File: config.mk
export PLATFORM = sky130hd
export DESIGN_NAME = branch_unit_bp_flat
export DESIGN_NICKNAME = d
export VERILOG_FILES = /design/src/rtl/branch_unit_bp_pkg.sv /design/src/rtl/branch_unit_bp_if.sv /design/src/rtl/branch_unit_bp_bht.sv /design/src/rtl/branch_unit_bp.sv /design/src/flat_wrapper.sv
export SDC_FILE = /design/constraint.sdc
export NUM_CORES = 1
export LEC_CHECK = 0
export CORE_UTILIZATION = 40
export DETAILED_ROUTE_END_ITERATION = 8
export PLACE_DENSITY = 0.67
export SYNTH_ARGS = -nofsm -noshare
export SYNTH_HDL_FRONTEND = slang
export SYNTH_SLANG_ARGS = --single-unit
File: constraint.sdc
create_clock -name clk -period 12.01 [get_ports clk]
set_input_delay 3.603 -clock clk [delete_from_list [all_inputs] [get_ports clk]]
set_output_delay 3.603 -clock clk [all_outputs]
set_load 0.05 [all_outputs]
File: src/rtl/branch_unit_bp_pkg.sv
// ----------------------------------------------------------------------------
// branch_pkg
//   Shared types and helpers for the branch resolution unit and its branch
//   history table (BHT): the branch funct3 encodings, the 2-bit saturating
//   counter type, its named states and the counter update function.
// ----------------------------------------------------------------------------
package branch_pkg;

    typedef enum logic [2:0] {
        BR_BEQ  = 3'b000,
        BR_BNE  = 3'b001,
        BR_BLT  = 3'b100,
        BR_BGE  = 3'b101,
        BR_BLTU = 3'b110,
        BR_BGEU = 3'b111
    } br_funct3_e;

    typedef logic [1:0] bht_ctr_t;

    localparam bht_ctr_t CTR_SNT = 2'b00;  // strongly not-taken
    localparam bht_ctr_t CTR_WNT = 2'b01;  // weakly not-taken (reset value)
    localparam bht_ctr_t CTR_ST  = 2'b11;  // strongly taken

    // Two-bit saturating counter step: count up on taken, down on not-taken,
    // clamping at both ends.
    function automatic bht_ctr_t sat_update(bht_ctr_t ctr, logic taken);
        bht_ctr_t nxt;
        nxt = ctr;
        if (taken) begin
            if (ctr != CTR_ST) nxt = ctr + 2'd1;
        end else begin
            if (ctr != CTR_SNT) nxt = ctr - 2'd1;
        end
        return nxt;
    endfunction

endpackage

File: src/rtl/branch_unit_bp_if.sv
// ----------------------------------------------------------------------------
// branch_unit_bp_if
//   Fetch-prediction and execute-resolution signals of the branch unit.
//   master : pipeline side (drives fetch PC and the branch in execute)
//   slave  : branch unit side (returns prediction and resolution)
// ----------------------------------------------------------------------------
interface branch_unit_bp_if #(
    parameter int XLEN = 32
);
    // fetch side
    logic [XLEN-1:0] fetch_pc;
    logic            fetch_pred_taken;
    // execute side, request
    logic            br_valid;
    logic [2:0]      br_funct3;
    logic [XLEN-1:0] br_pc;
    logic [XLEN-1:0] br_imm;
    logic [XLEN-1:0] br_rs1;
    logic [XLEN-1:0] br_rs2;
    logic            br_pred_taken;
    // execute side, resolution
    logic            res_taken;
    logic [XLEN-1:0] res_target;
    logic            mispredict;
    logic [XLEN-1:0] redirect_pc;
    logic            br_illegal;

    modport master (
        output fetch_pc, br_valid, br_funct3, br_pc, br_imm, br_rs1, br_rs2,
               br_pred_taken,
        input  fetch_pred_taken, res_taken, res_target, mispredict,
               redirect_pc, br_illegal
    );

    modport slave (
        input  fetch_pc, br_valid, br_funct3, br_pc, br_imm, br_rs1, br_rs2,
               br_pred_taken,
        output fetch_pred_taken, res_taken, res_target, mispredict,
               redirect_pc, br_illegal
    );
endinterface

File: src/rtl/branch_unit_bp_bht.sv
// ----------------------------------------------------------------------------
// bht_table
//   Array of 2-bit saturating counters with one asynchronous read port and
//   one saturating-update write port. Synchronous active-high reset sets
//   every counter to weakly not-taken.
//   Optional macro BP_BYPASS_EN: a read that hits the index being written
//   this cycle returns the post-update counter value.
//
//   clk, rst   : clock, synchronous active-high reset
//   rd_idx     : read index            rd_ctr   : counter at rd_idx
//   wr_en      : apply an update       wr_idx   : counter to update
//   wr_taken   : update direction
// ----------------------------------------------------------------------------
module bht_table
    import branch_pkg::*;
#(
    parameter int DEPTH = 64,
    parameter int IDX_W = $clog2(DEPTH)
) (
    input  logic             clk,
    input  logic             rst,
    input  logic [IDX_W-1:0] rd_idx,
    output bht_ctr_t         rd_ctr,
    input  logic             wr_en,
    input  logic [IDX_W-1:0] wr_idx,
    input  logic             wr_taken
);

    bht_ctr_t ctr [DEPTH];

    // NOTE: the table is built from flops, not a RAM macro, so every entry can
    // be reset; the predictor must start from a known weakly-not-taken state.
    // NOTE: sequential state uses non-blocking assignments so every flop
    // samples pre-edge values regardless of statement order.
    always_ff @(posedge clk) begin
        if (rst) begin
            for (int i = 0; i < DEPTH; i++) ctr[i] <= CTR_WNT;
        end else if (wr_en) begin
            ctr[wr_idx] <= sat_update(ctr[wr_idx], wr_taken);
        end
    end

`ifdef BP_BYPASS_EN
    always_comb begin
        // NOTE: default first so no path leaves rd_ctr unassigned (no latch).
        rd_ctr = ctr[rd_idx];
        if (wr_en && (wr_idx == rd_idx)) rd_ctr = sat_update(ctr[wr_idx], wr_taken);
    end
`else
    assign rd_ctr = ctr[rd_idx];
`endif

endmodule

File: src/rtl/branch_unit_bp.sv
// ----------------------------------------------------------------------------
// branch_unit_bp
//   Branch resolution unit with a 2-bit BHT predictor for the RV32 core.
//   Resolution (compare, target, redirect, mispredict) is combinational.
//   Resolved legal branches are registered in an update stage and written
//   to the BHT on the following edge.
//   Optional macro BP_BYPASS_EN (in bht_table): forward the pending update
//   to the fetch prediction.
//
//   clk  : clock
//   rst  : synchronous active-high reset
//   bus  : branch_unit_bp_if.slave (fetch prediction + execute resolution)
// ----------------------------------------------------------------------------
module branch_unit_bp
    import branch_pkg::*;
#(
    parameter int XLEN      = 32,
    parameter int BHT_DEPTH = 64
) (
    input  logic               clk,
    input  logic               rst,
    branch_unit_bp_if.slave    bus
);

    localparam int IDX_W = $clog2(BHT_DEPTH);

    // ---------------- resolution ----------------
    logic cond_true;
    logic funct_bad;

    always_comb begin
        cond_true = 1'b0;
        funct_bad = 1'b0;
        case (br_funct3_e'(bus.br_funct3))
            BR_BEQ:  cond_true = (bus.br_rs1 == bus.br_rs2);
            BR_BNE:  cond_true = (bus.br_rs1 != bus.br_rs2);
            BR_BLT:  cond_true = ($signed(bus.br_rs1) <  $signed(bus.br_rs2));
            BR_BGE:  cond_true = ($signed(bus.br_rs1) >= $signed(bus.br_rs2));
            BR_BLTU: cond_true = (bus.br_rs1 <  bus.br_rs2);
            BR_BGEU: cond_true = (bus.br_rs1 >= bus.br_rs2);
            default: funct_bad = 1'b1;   // 010 / 011 are not branches
        endcase
    end

    logic res_taken;
    assign res_taken      = bus.br_valid & cond_true;
    assign bus.res_taken  = res_taken;
    assign bus.br_illegal = bus.br_valid & funct_bad;
    assign bus.mispredict = bus.br_valid & (res_taken != bus.br_pred_taken);

    // Plain wrap-around add; the immediate is already sign-extended.
    assign bus.res_target  = bus.br_pc + (bus.br_imm << 1);
    assign bus.redirect_pc = res_taken ? bus.res_target : bus.br_pc + XLEN'(4);

    // ---------------- update stage ----------------
    logic             upd_valid;
    logic [IDX_W-1:0] upd_idx;
    logic             upd_taken;

    always_ff @(posedge clk) begin
        if (rst) upd_valid <= 1'b0;
        else     upd_valid <= bus.br_valid & ~funct_bad;
        // Payload is qualified by upd_valid and needs no reset.
        upd_idx   <= bus.br_pc[IDX_W+1:2];
        upd_taken <= res_taken;
    end

    // ---------------- prediction table ----------------
    bht_ctr_t fetch_ctr;

    bht_table #(
        .DEPTH (BHT_DEPTH),
        .IDX_W (IDX_W)
    ) u_bht (
        .clk      (clk),
        .rst      (rst),
        .rd_idx   (bus.fetch_pc[IDX_W+1:2]),
        .rd_ctr   (fetch_ctr),
        .wr_en    (upd_valid),
        .wr_idx   (upd_idx),
        .wr_taken (upd_taken)
    );

    assign bus.fetch_pred_taken = fetch_ctr[1];

endmodule

File: src/flat_wrapper.sv
// flat-port wrapper written by rule: the top's interface ports become plain ports
module branch_unit_bp_flat import branch_pkg::*;
#(
    parameter int XLEN      = 32,
    parameter int BHT_DEPTH = 64
)
  (clk, rst, bus_fetch_pc, bus_br_valid, bus_br_funct3, bus_br_pc, bus_br_imm, bus_br_rs1, bus_br_rs2, bus_br_pred_taken, bus_fetch_pred_taken, bus_res_taken, bus_res_target, bus_mispredict, bus_redirect_pc, bus_br_illegal);
  branch_unit_bp_if #(.XLEN(XLEN)) bus_i ();
  input  logic clk;
  input  logic rst;
  input wire logic [$bits(bus_i.fetch_pc)-1:0] bus_fetch_pc;
  input wire logic [$bits(bus_i.br_valid)-1:0] bus_br_valid;
  input wire logic [$bits(bus_i.br_funct3)-1:0] bus_br_funct3;
  input wire logic [$bits(bus_i.br_pc)-1:0] bus_br_pc;
  input wire logic [$bits(bus_i.br_imm)-1:0] bus_br_imm;
  input wire logic [$bits(bus_i.br_rs1)-1:0] bus_br_rs1;
  input wire logic [$bits(bus_i.br_rs2)-1:0] bus_br_rs2;
  input wire logic [$bits(bus_i.br_pred_taken)-1:0] bus_br_pred_taken;
  output wire logic [$bits(bus_i.fetch_pred_taken)-1:0] bus_fetch_pred_taken;
  output wire logic [$bits(bus_i.res_taken)-1:0] bus_res_taken;
  output wire logic [$bits(bus_i.res_target)-1:0] bus_res_target;
  output wire logic [$bits(bus_i.mispredict)-1:0] bus_mispredict;
  output wire logic [$bits(bus_i.redirect_pc)-1:0] bus_redirect_pc;
  output wire logic [$bits(bus_i.br_illegal)-1:0] bus_br_illegal;
  assign bus_i.fetch_pc = bus_fetch_pc;
  assign bus_i.br_valid = bus_br_valid;
  assign bus_i.br_funct3 = bus_br_funct3;
  assign bus_i.br_pc = bus_br_pc;
  assign bus_i.br_imm = bus_br_imm;
  assign bus_i.br_rs1 = bus_br_rs1;
  assign bus_i.br_rs2 = bus_br_rs2;
  assign bus_i.br_pred_taken = bus_br_pred_taken;
  assign bus_fetch_pred_taken = bus_i.fetch_pred_taken;
  assign bus_res_taken = bus_i.res_taken;
  assign bus_res_target = bus_i.res_target;
  assign bus_mispredict = bus_i.mispredict;
  assign bus_redirect_pc = bus_i.redirect_pc;
  assign bus_br_illegal = bus_i.br_illegal;
  branch_unit_bp #(.XLEN(XLEN), .BHT_DEPTH(BHT_DEPTH)) u_core (.clk(clk), .rst(rst), .bus(bus_i));
endmodule
Word level (Yosys, flattened, before mapping). Memory sizes are Yosys's and may differ from the RTL's. A register that Yosys moved wholly into a read port is not among the register bits. Index checks and enable logic that the tools add are counted.

Bits in registers: 8. Memory bits (writable): 128. Input bits: 167. Output and inout port bits: 68. Word-level logic and storage cells: 45. Memories: 1.

Memories: u_core.u_bht.ctr (words 64, bits a word 2, read ports 2, clocked after memory_dff 1, write ports 64, RTL line branch_unit_bp_bht.sv:29) `bht_ctr_t ctr [DEPTH];`.

$add $sub $neg: 4. Magnitude comparators: 4. Eq/ne operators: 9. Muxes and demuxes: 16. Bitwise logic cells: 4. Reductions and logical operators: 4.

Operators with widths (number): $ge A32 B32 Y1 (2); $lt A32 B32 Y1 (2); $add A32 B3 Y32 const B (1); $add A32 B32 Y32 (1); $eq A32 B32 Y1 (1); $mux W32 (1); $ne A32 B32 Y1 (1); $eq A3 B3 Y1 const B (4); $mux W2 (6); $mux W1 (7); $mux W6 (1); $pmux W1 S6 (1); $reduce_or A6 Y1 (1); $and A1 B1 Y1 (4); $eq A3 B1 Y1 const B (1); $logic_not A3 Y1 (1); $add A2 B1 Y2 const B (1); $ne A2 B2 Y1 const B (1); $reduce_bool A2 Y1 (1); $reduce_or A2 Y1 (1); $sub A2 B1 Y2 const B (1); $ne A1 B1 Y1 (1).

Logic depth before layout (Yosys ltp). Gate-level depths: netlist (run 1).

Depth after elaboration: 6. Mapped depth: 14. Gate-level depth less buffers: 12.

Modules after synthesis. From an unflattened synthesis (run 1), not the netlist that was laid out.

Cells, all modules: 1103. Area total of the unflattened synthesis: 11258.3 um2.

Modules (own cells, without submodules): bht_table (instances 1, cells each 638, area an instance 7632.3 um2, seq. area each 3843.7 um2); branch_unit_bp (instances 1, cells each 465, area an instance 3626.0 um2, seq. area each 160.2 um2).

Worst setup path after synthesis (run 1). No wires, ideal clock.

Path kind: input -> output. Start point: in bus_br_imm[6]. End point: out bus_redirect_pc[30]. Arrival: 7.558 ns. Data required time: 8.407 ns. Setup slack: 0.849 ns. Stages: 9. Buffers on the path: 0. Cells stage by stage: ha_1 a211oi_1 o211ai_1 nand4_1 o211ai_1 a21oi_1 o21ai_0 o311ai_0 mux2_4.

Word-level cells in the longest chain between the ends: 2.

Ends and longest elaborated chain: start: declaration (RTL line flat_wrapper.sv:15) `input wire logic [$bits(bus_i.br_imm)-1:0] bus_br_imm;`; $add A32 B32 Y32 (RTL line branch_unit_bp.sv:52) `assign bus.res_target = bus.br_pc + (bus.br_imm << 1);`; named net bus_res_target[30] (RTL line flat_wrapper.sv:21) `output wire logic [$bits(bus_i.res_target)-1:0] bus_res_target;`; $mux W32 (RTL line branch_unit_bp.sv:53) `assign bus.redirect_pc = res_taken ? bus.res_target : bus.br_pc + XLEN'(4);`; end: declaration (RTL line flat_wrapper.sv:23) `output wire logic [$bits(bus_i.redirect_pc)-1:0] bus_redirect_pc;`.

The timed path passes the listed nets, and every way through them passes these cells.

Worst setup path after layout (run 1).
Start point: in bus_br_pc[2]. End point: out bus_res_target[28].

Word-level cells in the longest chain between the ends: 1.

Ends and longest elaborated chain: start: declaration (RTL line flat_wrapper.sv:14) `input wire logic [$bits(bus_i.br_pc)-1:0] bus_br_pc;`; $add A32 B32 Y32 (RTL line branch_unit_bp.sv:52); end: declaration (RTL line flat_wrapper.sv:21).

No other way between the ends.

==> results.cfg, run 1 <==
[run_status]
status = finished, final reports clean

[timing]
finalWorstSetupSlack_ps = 663
fin_skew_ps = 6.31
hold_viol_final = 0
slew_viol_final = 0
max_slew_margin_pct = 24.7
finalCriticalPeriod_ps = 11350
fmax_mhz = 88.1
rsz0062_at_grt = false
hold_slack_ps = 726
setup_violations = 0
setup_tns_ps = 0
worst-slew-pin-transition_ps = 1130
finalCritPeriodShare_pct = 94.5

[die]
ios = 235
fp-row-count = 58
coreArea_um2 = 25300
fp.dieH_um = 163
die_w_um = 163
initial_core_util_pct = 40.9
die_area_um2 = 26500

[clock_tree]
h-tree-depth = 4
ctsHoldBuffers = 0
cts_post_setup_buffers_inserted = 0
clkLatencyLatePin_ps = 420
cts.sinks = 136
cts_tree = done
cts-root-buf = clkbuf_16
cts_made_buffers = 17
clkTransAtPathRegs_ps = 50
clockBufferDepth = 2
cts-resized-gates = 0

[setup_path]
crit_buf_inv = 2
r2r_end = u_core.u_bht.ctr[32][1]$_SDFFCE_PN0P_
crit_required_ps = 8410
critPathTopFamily = buffers and inverters
timing.rr.start = u_core.upd_idx[0]$_DFF_P_
cp-start-kind = input pin
arrival_ps = 7740
worstSetupPathDepth = 11
path_max_fanout = 7
path_class = input pin to primary output
worstSetupEndpointType = primary output
r2r_cells = 11
critPathSlowestCell = clkdlybuf4s50_1
max_stage_delay_ps = 830
ff2ff_setup_slack_ps = 7950
crit_chain = clkdlybuf4s50_1 -> ha_1 -> a211oi_1 -> o211ai_1 -> nand4_1 -> o211ai_1 -> a21oi_1 -> o21ai_0 -> or4b_2 -> nand3_1 -> clkdlybuf4s50_1

[synth]
yosysWarnings = 0
synth_top_area_cell = edfxtp_1
yosysSeqAreaShare_pct = 38.7
yosys.area.top_type_share_pct = 37.2
avgSynthCellArea_um2 = 9.35
synth_cell_type_count = 68
syn-cell-area_um2 = 10300
ys.flop_type = edfxtp_1
synth-edff-count = 128
synth_cells = 1105
synthArstFlopShare_pct = 0
ys_ff_latch = 136
synth.area.top_cells = edfxtp_1 37%, ha_1 7.6%, mux4_2 4.6%
syn-num-nets = 1336

[placement]
pre_cts_slack_ps = 596
gp_congestion = 0.895
post_dp_cell_area_um2 = 12600
hpwl_um = 22300
port_buffers = 204

[routing]
routed_wl_um = 30600
vias_per_cell = 5.75
wl_per_cell_um = 19.0
via_count = 9275
ant_nets = 0
drc_errors = 0
drt_iter0_drc = 682
firstDrtPassIters = 6

[power_and_ir_drop]
power_mw = 1.56
leakagePower_nw = 4.74
powerDensity_nw_per_um2 = 119
peakVddDrop_mv = 0.0980

[final_layout]
layout_common_cells = 199 x clkdlybuf4s50_1, 128 x edfxtp_1, 111 x nor2_1, 100 x nand2_1, 67 x nand3_1
layout-drive-gt1-share_pct = 9.67
nFillCells = 2325
final_common_cell = clkdlybuf4s50_1
syn_to_final_growth_pct = 27.4
diodes = 0
final_nets = 1500
final_area_um2 = 13200

[global_route]
grt_pass1_vias = 8984
grt_max_degree = 68
antenna_found_initial = 0
gr-total-overflow = 0
grtUsageTotal_pct = 23.2
grt_first_pass_wirelength_um = 47400

[hold_path]
whs_endpoint = u_core.u_bht.ctr[47][1]$_SDFFCE_PN0P_
whs_path_depth = 2
min_path_type = flip-flop to flip-flop
hp-start = u_core.upd_valid$_SDFF_PP0_

[run]
maxCapViolations = 0
[power by group]
part	internal, mW	switching, mW	total, mW	leakage, nW
logic	0.197	0.319	0.516	3.25
clock network	0.320	0.190	0.510	0.276
registers	0.529	0.0101	0.539	1.21
[metal layers]
metal / global-route usage (%) / wire length [um] / vias to the layer above
met3: 5.40 / 2840 / 58
met4: 9.01 / 713 / 0
met2: 39.5 / 14800 / 424
met5: 0 / 0 / -
li1: - / - / 4429
met1: 28.3 / 12200 / 4364
[synthesized netlist by cell type (4+ instances only)]
cell / number
a31oi_1: 13
a21o_1: 24
a211oi_1: 7
xor2_1: 19
inv_1: 51
nand2_1: 100
a22o_1: 16
or2_2: 33
a22oi_1: 38
and2_1: 8
nand2b_1: 31
nor3b_1: 6
o211ai_1: 6
nor2b_1: 4
nor3_1: 49
dfxtp_1: 8
o21bai_1: 4
buf_2: 25
clkbuf_1: 40
a21oi_1: 56
nand3_1: 67
o21ai_0: 23
nand3b_1: 4
mux2_4: 11
nand4_1: 14
xnor2_1: 30
ha_1: 63
a221oi_1: 16
nor2_1: 111
edfxtp_1: 128
and3_1: 15
o21a_1: 5
nor4_1: 8
mux4_2: 21
[worst max-delay path by stage]
stage	startpoint	to	slack [ps]
global route	bus_br_pc[2]	bus_res_target[28]	390
CTS	bus_br_pc[2]	bus_res_target[28]	580
global placement	bus_br_pc[2]	bus_res_target[28]	630
finish	bus_br_pc[2]	bus_res_target[28]	660
floorplan	bus_br_imm[6]	bus_redirect_pc[30]	850
detailed placement	bus_br_pc[2]	bus_res_target[28]	600
[worst reg2reg max path, cell delays in order, from the launching register on]
cell,delay (ps)
dfxtp_1,510
and3b_1,400
buf_4,300
a22o_1,240
a221oi_1,230
a31oi_1,160
nor4_1,430
nand3_1,190
inv_1,100
maj3_2,620
buf_4,500
nor3_1,100
[logic make-up (layout without fill, tap and decap cells)]
kind of cell / after synthesis / count (layout) / synth area share, %
DFF: 136 / 136 / 38.7
and+or+nand+nor: 469 / 469 / 22.4
AOI/OAI and AO/OA: 226 / 226 / 15.0
xor gates and xnor gates: 50 / 50 / 4.31
adders and majority gates: 66 / 66 / 8.01
muxes: 35 / 35 / 6.46
buffers and inverters: 123 / 300 / 4.99
[sequential cells by signal, indices dropped and copies added, names as in the netlist]
| signal | count |
|---|---|
| u_core.u_bht.ctr | 128 |
| u_core.upd_taken | 1 |
| u_core.upd_idx | 6 |
| u_core.upd_valid | 1 |
[area by class of cell]
cell class | instances | area [um2] | area share, %
multi-input combinational | 846 | 5850 | 44.4
sequential | 136 | 4000 | 30.4
timing repair buffer | 217 | 2140 | 16.2
clock buffer | 19 | 433 | 3.29
tap | 330 | 413 | 3.14
inverter | 51 | 191 | 1.45
clock inverter | 13 | 135 | 1.03
[stage by stage]
step	instances	utilization (%)
6_report	1612	52.1
5_1_grt	1612	52.1
4_1_cts	1612	52.1
3_5_place_dp	1580	49.9
3_3_place_gp	1580	49.9
2_1_floorplan	1105	-
No activity file was read; power rests on OpenSTA's default activity.
==> inputs of run 2 (changes only) <==
- HOLD_SLACK_MARGIN: default -> 0.08
- SETUP_SLACK_MARGIN: default -> 0.1
==> results of run 2 <==
No change in the layout: final DEF, timing and power equal those of run 1.
==> inputs of run 3 (changes only) <==
- GPL_TIMING_DRIVEN: default -> 1
==> results of run 3 <==
No change in the layout: final DEF, timing and power equal those of run 1.
